**src/rtl/sbox_gen_pkg.sv**
```systemverilog
// sbox_gen_pkg: shared state encoding and S-box geometry for the generation controller
package sbox_gen_pkg;

  typedef logic [2:0] state_t;

  localparam state_t S_IDLE  = 3'd0;
  localparam state_t S_CLEAR = 3'd1;
  localparam state_t S_FILL  = 3'd2;
  localparam state_t S_RUN   = 3'd3;
  localparam state_t S_DONE  = 3'd4;
  localparam state_t S_ERR   = 3'd5;

  localparam int SBOX_SIZE = 256;
  localparam int SBOX_AW   = 8;

endpackage

```
**src/rtl/sbox_gen_cnt.sv**
```systemverilog
// sbox_gen_cnt: loadable up-counter with optional saturation and terminal-count compare
module sbox_gen_cnt #(
  parameter int W   = 8,
  parameter int TC  = 0,
  parameter bit SAT = 1'b1
) (
  input  logic         clk,
  input  logic         rst,
  input  logic         load,
  input  logic [W-1:0] load_val,
  input  logic         inc,
  output logic [W-1:0] cnt,
  output logic         tc
);

  // load has priority; with SAT set the count parks at all-ones instead of wrapping
  always_ff @(posedge clk or negedge rst) begin
    if (!rst) cnt <= '0;
    else if (load) cnt <= load_val;
    else if (inc && !(SAT && &cnt)) cnt <= cnt + 1'b1;
  end

  assign tc = cnt == W'(TC);

endmodule

```
**src/rtl/sbox_gen_ctrl.sv**
```systemverilog
// sbox_gen_ctrl: sequences the chaotic S-box datapath from pipeline fill to 256 unique writes
module sbox_gen_ctrl
  import sbox_gen_pkg::*;
#(
  parameter int PIPE_DEPTH  = 3,
  parameter int MAX_SAMPLES = 4096,
  parameter int SAMPLE_W    = 16
) (
  input  logic                clk,
  input  logic                rst,
  input  logic                start,
  input  logic                seen_flag,
  output logic                enable_read,
  output logic                enable_extract,
  output logic                clear_seen,
  output logic                wr_en,
  output logic [SBOX_AW-1:0]  wr_addr,
  output logic                busy,
  output logic                done,
  output logic                error,
  output logic [SAMPLE_W-1:0] sample_cnt
);

  localparam int FILL_W = $clog2(PIPE_DEPTH + 1);

  state_t state, next;
  logic start_ok, unique_c, complete, fill_tc, sample_tc;
  logic [FILL_W-1:0] unused_fill_cnt;

  assign start_ok = start && (state == S_IDLE || state == S_DONE || state == S_ERR);
  assign unique_c = state == S_RUN && !seen_flag;
  assign complete = unique_c && wr_addr == SBOX_AW'(SBOX_SIZE - 1);
  assign wr_en    = unique_c;

  // counts FILL cycles so RUN begins exactly when the first candidate leaves the mixer
  sbox_gen_cnt #(.W(FILL_W), .TC(PIPE_DEPTH - 1), .SAT(1'b1)) u_fill_cnt (
    .clk      (clk),
    .rst      (rst),
    .load     (start_ok),
    .load_val ('0),
    .inc      (state == S_FILL),
    .cnt      (unused_fill_cnt),
    .tc       (fill_tc)
  );

  // candidates examined this run; terminal count flags the last budgeted sample
  sbox_gen_cnt #(.W(SAMPLE_W), .TC(MAX_SAMPLES - 1), .SAT(1'b1)) u_sample_cnt (
    .clk      (clk),
    .rst      (rst),
    .load     (start_ok),
    .load_val ('0),
    .inc      (state == S_RUN),
    .cnt      (sample_cnt),
    .tc       (sample_tc)
  );

  // next state; completion outranks budget exhaustion, unknown encodings recover to IDLE
  always_comb begin
    next = start_ok                        ? S_CLEAR :
           state > S_ERR                   ? S_IDLE  :
           state == S_CLEAR                ? S_FILL  :
           (state == S_FILL && fill_tc)    ? S_RUN   :
           state != S_RUN                  ? state   :
           complete                        ? S_DONE  :
           sample_tc                       ? S_ERR   : S_RUN;
  end

  // state register
  always_ff @(posedge clk or negedge rst) begin
    if (!rst) state <= S_IDLE;
    else state <= next;
  end

  // outputs registered from the next state so they line up with the state they describe
  always_ff @(posedge clk or negedge rst) begin
    if (!rst) begin
      enable_read    <= 1'b0;
      enable_extract <= 1'b0;
      clear_seen     <= 1'b0;
      busy           <= 1'b0;
      done           <= 1'b0;
      error          <= 1'b0;
    end else begin
      enable_read    <= next == S_FILL || next == S_RUN;
      enable_extract <= next == S_FILL || next == S_RUN;
      clear_seen     <= next == S_CLEAR;
      busy           <= next == S_CLEAR || next == S_FILL || next == S_RUN;
      done           <= next == S_DONE;
      error          <= next == S_ERR;
    end
  end

  // write pointer advances only after a unique byte is written; the final write wraps it to 0
  always_ff @(posedge clk or negedge rst) begin
    if (!rst) wr_addr <= '0;
    else if (start_ok) wr_addr <= '0;
    else if (unique_c) wr_addr <= wr_addr + 1'b1;
  end

endmodule

```
**config.mk**
```make
export PLATFORM = sky130hd
export DESIGN_NAME = sbox_gen_ctrl
export DESIGN_NICKNAME = d
export VERILOG_FILES = /design/src/rtl/sbox_gen_pkg.sv /design/src/rtl/sbox_gen_cnt.sv /design/src/rtl/sbox_gen_ctrl.sv
export SDC_FILE = /design/constraint.sdc
export NUM_CORES = 1
export LEC_CHECK = 0
export CORE_ASPECT_RATIO = 0.75
export CORE_MARGIN = 5
export CORE_UTILIZATION = 25
export DETAILED_ROUTE_END_ITERATION = 12
export DONT_BUFFER_PORTS = 1
export PLACE_DENSITY_LB_ADDON = 0.12
export SLEW_MARGIN = 20
export SYNTH_ARGS = -nofsm -noshare
export SYNTH_HDL_FRONTEND = slang
export SYNTH_SLANG_ARGS = --single-unit
```
**constraint.sdc**
```tcl
create_clock -name clk -period 2.2 [get_ports clk]
set_input_delay 0.55 -clock clk [delete_from_list [all_inputs] [get_ports clk]]
set_output_delay 0.55 -clock clk [all_outputs]
set_load 0.05 [all_outputs]
```
==> flow_summary.json <==
{
  "clock.fmax_ghz": 0.497,
  "first_global_vias": 1451,
  "fin_tns_setup_ps": 0,
  "cts_tree": "done",
  "yosys.area_share.simple_pct": 29.1,
  "status": "finished clean",
  "static_power_due_to_leakage_uw": 0.000965,
  "die_x_um": 110,
  "synth-edff-count": 0,
  "tightest_slew_margin_relative_to_the_limit_pct": 64.6,
  "finalSetupViolations": 0,
  "synth_top_area_share_pct": 45.6,
  "critical_path_arrival_ps": 1460,
  "io_buffer_count": 0,
  "tightestPinTransition_ps": 530,
  "grt_antenna_before_repair": 0,
  "floorplan.die_area_sq_um": 9300,
  "synth.lib_cells_used.distinct": 42,
  "cp_max_fo": 12,
  "combined_area_of_the_multi_input_logic_cells_sq_um": 935,
  "numCtsBuffers": 5,
  "dominant_combinational_cell_family_by_area_after_synthesis": "simple AND/OR/NAND/NOR gates",
  "ctsHtreeMaxLevel": 2,
  "clk_path_buf_depth": 2,
  "detail_route.wirelength_um": 4940,
  "post_drt_via_cell_ratio": 4.79,
  "post-route-util_pct": 31.1,
  "yosysSeqAreaShare_pct": 45.6,
  "synth_commonest_cells": "34 x sky130_fd_sc_hd__dfrtp_1, 17 x sky130_fd_sc_hd__nand2_1, 13 x sky130_fd_sc_hd__nor2_1, 10 x sky130_fd_sc_hd__a21oi_1",
  "category_of_cells_accounting_for_the_largest_share_of_critical_path_delay": "simple AND/OR/NAND/NOR gates",
  "clkSlewWorstSetupHoldPaths_ps": 70,
  "detailroute.wirelength.met2_um": 2070,
  "count_of_vias_placed_by_the_detailed_router": 1539,
  "clock_sinks": 34,
  "clock-skew-final_ps": 4.71,
  "swShare_pct": 41.0,
  "seq_power_share_pct": 40.6,
  "worstSetupStartpointType": "flip-flop",
  "route.antenna.remaining_nets": 0,
  "post_detailed_route_drc_marker_count": 0,
  "number_of_register_bits_inferred_by_synthesis": 34,
  "clock_insertion_delay_worst_skew_ps": 280,
  "synthesis.yosys.warnings": 0,
  "final.fill_count": 796,
  "asyncSetResetFlopFracSynth_pct": 100,
  "hold-worst-slack_ps": 99.4,
  "routed_met3_length_um": 317,
  "number_of_rows_created_at_floorplan": 27,
  "post_synth_xor_area_fraction_pct": 3.76,
  "postCtsResizedCells": 0,
  "min-delay-path-class": "in2async",
  "detail_route.iter0.violations": 67,
  "maxSlewViolCount": 0,
  "power_report.internal_total_uw": 1160,
  "cpMaxStageDelayCell": "sky130_fd_sc_hd__and4bb_2",
  "area.sequential_sq_um": 851,
  "timing.setup.critical_path_class": "reg2out",
  "required_ps": 1650,
  "p_switching_uw": 806,
  "hpwlAfterDp_um": 3650,
  "timing.final.crit_share_pct": 91.5,
  "yosys.area_share.adder_pct": 2.68,
  "critical_path_buf_inv_count": 0,
  "setup.worst_path.end_class": "output pin",
  "synth_mux_area_share_pct": 3.76,
  "root_buffer": "sky130_fd_sc_hd__clkbuf_8",
  "gpl.final_weighted_congestion": 0.818,
  "design.portCount": 35,
  "postSynthAreaPerCell_sq_um": 9.81,
  "maximum_number_of_pins_on_one_net_before_global_route_repair": 35,
  "maxUsedRoutingLayer": "met4",
  "synth_area_sq_um": 1860,
  "fin_nets": 227,
  "cts.repair_timing.setup_buffer_count": 0,
  "combPwrFrac_pct": 34.7,
  "core_area_sq_um": 7300,
  "antenna-diode-count": 0,
  "ir_drop_v": 0.000300,
  "grt.overflow.total": 0,
  "syn_inst": 190,
  "initial_utilization_pct": 25.5,
  "yosysTopAreaCell": "sky130_fd_sc_hd__dfrtp_1",
  "post_cts_hold_buffer_count": 1,
  "layout-area-overhead-vs-synth_pct": 21.8,
  "die_height_um": 84.8,
  "route.layer.met1.wl_um": 2510,
  "slowest_delay_ps": 610,
  "mapped_nets": 198,
  "cap_viol_max_count": 0,
  "synth_ff_type": "sky130_fd_sc_hd__dfrtp_1",
  "ratio_of_cells_with_drive_above_1_in_the_final_layout_pct": 20.9,
  "drt-pass1-iter-count": 4,
  "routedWlPerCell_um": 15.4,
  "grt_pass1_wl_um": 7960,
  "pwr-share-clk_pct": 24.8,
  "path_cells": "and4bb_2",
  "rsz_0062_raised_after_global_routing": "no",
  "timing_hold_violations_final": 0,
  "track_usage_pct": 11.2,
  "timing.final.crit_period_ps": 2010,
  "synth_top_area_cells": "sky130_fd_sc_hd__dfrtp_1 46%, sky130_fd_sc_hd__mux2i_1 3.8%, sky130_fd_sc_hd__nand2_1 3.4%, sky130_fd_sc_hd__xor2_1 2.8%, sky130_fd_sc_hd__a21oi_1 2.7%",
  "yosys.cell_count.top_type": "sky130_fd_sc_hd__dfrtp_1",
  "cellPowerDensity_nw_per_um2": 865,
  "compound_gate_fraction_of_synth_area_pct": 10.8
}
==> metal layers <==
metal  up-vias  global-route usage, %
met4         0                   3.40
met1       753                   16.1
met5         -                      0
li1        749                      -
met3         6                   4.38
met2        31                   15.2
==> path summary, 6_finish.rpt <==
kind / start / to / slack (ps) / cells past startpoint
max in group asynchronous: rst / wr_addr[6]$_DFFE_PN0P_ / 1920 / 1
setup reg to reg: state[0]$_DFF_PN0_ / u_sample_cnt.cnt[7]$_DFFE_PN0P_ / 320 / 4
hold reg to reg: u_sample_cnt.cnt[5]$_DFFE_PN0P_ / u_sample_cnt.cnt[5]$_DFFE_PN0P_ / 560 / 1
min in group clk: start / done$_DFF_PN0_ / 480 / 2
hold / removal: rst / busy$_DFF_PN0_ / 100 / 1
setup / recovery: state[1]$_DFF_PN0_ / wr_en / 190 / 1
==> final cells by class <==
type | instances | area share (%)
well taps | 101 | 5.56
clock inverters | 1 | 0.220
multi-input cells | 141 | 41.2
flip-flops and latches | 34 | 37.5
clock buffers | 7 | 3.80
inverters | 6 | 0.992
repair buffers | 31 | 10.8
==> power groups by stage <==
stage / sequential, uW / clock (uW) / combinational [uW]
2_1_floorplan: 1090 / 0 / 189
3_3_place_gp: 803 / 0 / 667
3_5_place_dp: 809 / 0 / 671
4_1_cts: 797 / 503 / 692
5_1_grt: 811 / 528 / 732
6_report: 797 / 487 / 682
==> registers in the layout, summed over array words and instances, names as in the netlist <==
register / cells
u_sample_cnt.cnt: 16
wr_addr: 8
state: 3
u_fill_cnt.cnt: 2
busy: 1
clear_seen: 1
done: 1
enable_extract: 1
error: 1
==> cells in the final DEF (no fill, tap or decap), types with 5 or more instances in the layout <==
| cell | netlist | routed |
|---|---|---|
| sky130_fd_sc_hd__or4_1 | 5 | 5 |
| sky130_fd_sc_hd__o31ai_1 | 5 | 5 |
| sky130_fd_sc_hd__xor2_1 | 6 | 6 |
| sky130_fd_sc_hd__nand2_1 | 17 | 17 |
| sky130_fd_sc_hd__nand2b_1 | 6 | 6 |
| sky130_fd_sc_hd__nor4_1 | 5 | 5 |
| sky130_fd_sc_hd__inv_1 | 5 | 5 |
| sky130_fd_sc_hd__o21ai_0 | 6 | 6 |
| sky130_fd_sc_hd__mux2i_1 | 7 | 7 |
| sky130_fd_sc_hd__buf_4 | 3 | 30 |
| sky130_fd_sc_hd__nand3_1 | 8 | 8 |
| sky130_fd_sc_hd__nor2_1 | 13 | 13 |
| sky130_fd_sc_hd__nor3_1 | 5 | 5 |
| sky130_fd_sc_hd__nand4_1 | 8 | 8 |
| sky130_fd_sc_hd__dfrtp_1 | 34 | 34 |
| sky130_fd_sc_hd__a21oi_1 | 10 | 10 |
| sky130_fd_sc_hd__clkbuf_8 | 0 | 6 |
==> metrics by stage <==
stage	cells	area, sq um	total power, uW	setup WS [ps]
after floorplan	190	1860	1280	13.5
after global placement	312	2160	1470	367
after detailed placement	312	2160	1480	337
after CTS	321	2270	1990	170
after global routing	321	2270	2070	89.7
final	321	2270	1970	187
==> cells by family (layout without fill, tap and decap cells) <==
| logic type | Yosys count | count (layout) |
|---|---|---|
| fa+ha+maj | 4 | 4 |
| compound gates | 32 | 32 |
| mux | 7 | 7 |
| xor+xnor | 8 | 8 |
| simple gates | 90 | 90 |
| flops | 34 | 34 |
| buf+inv | 15 | 45 |
Note: power is estimated with default switching activity, not from simulation.
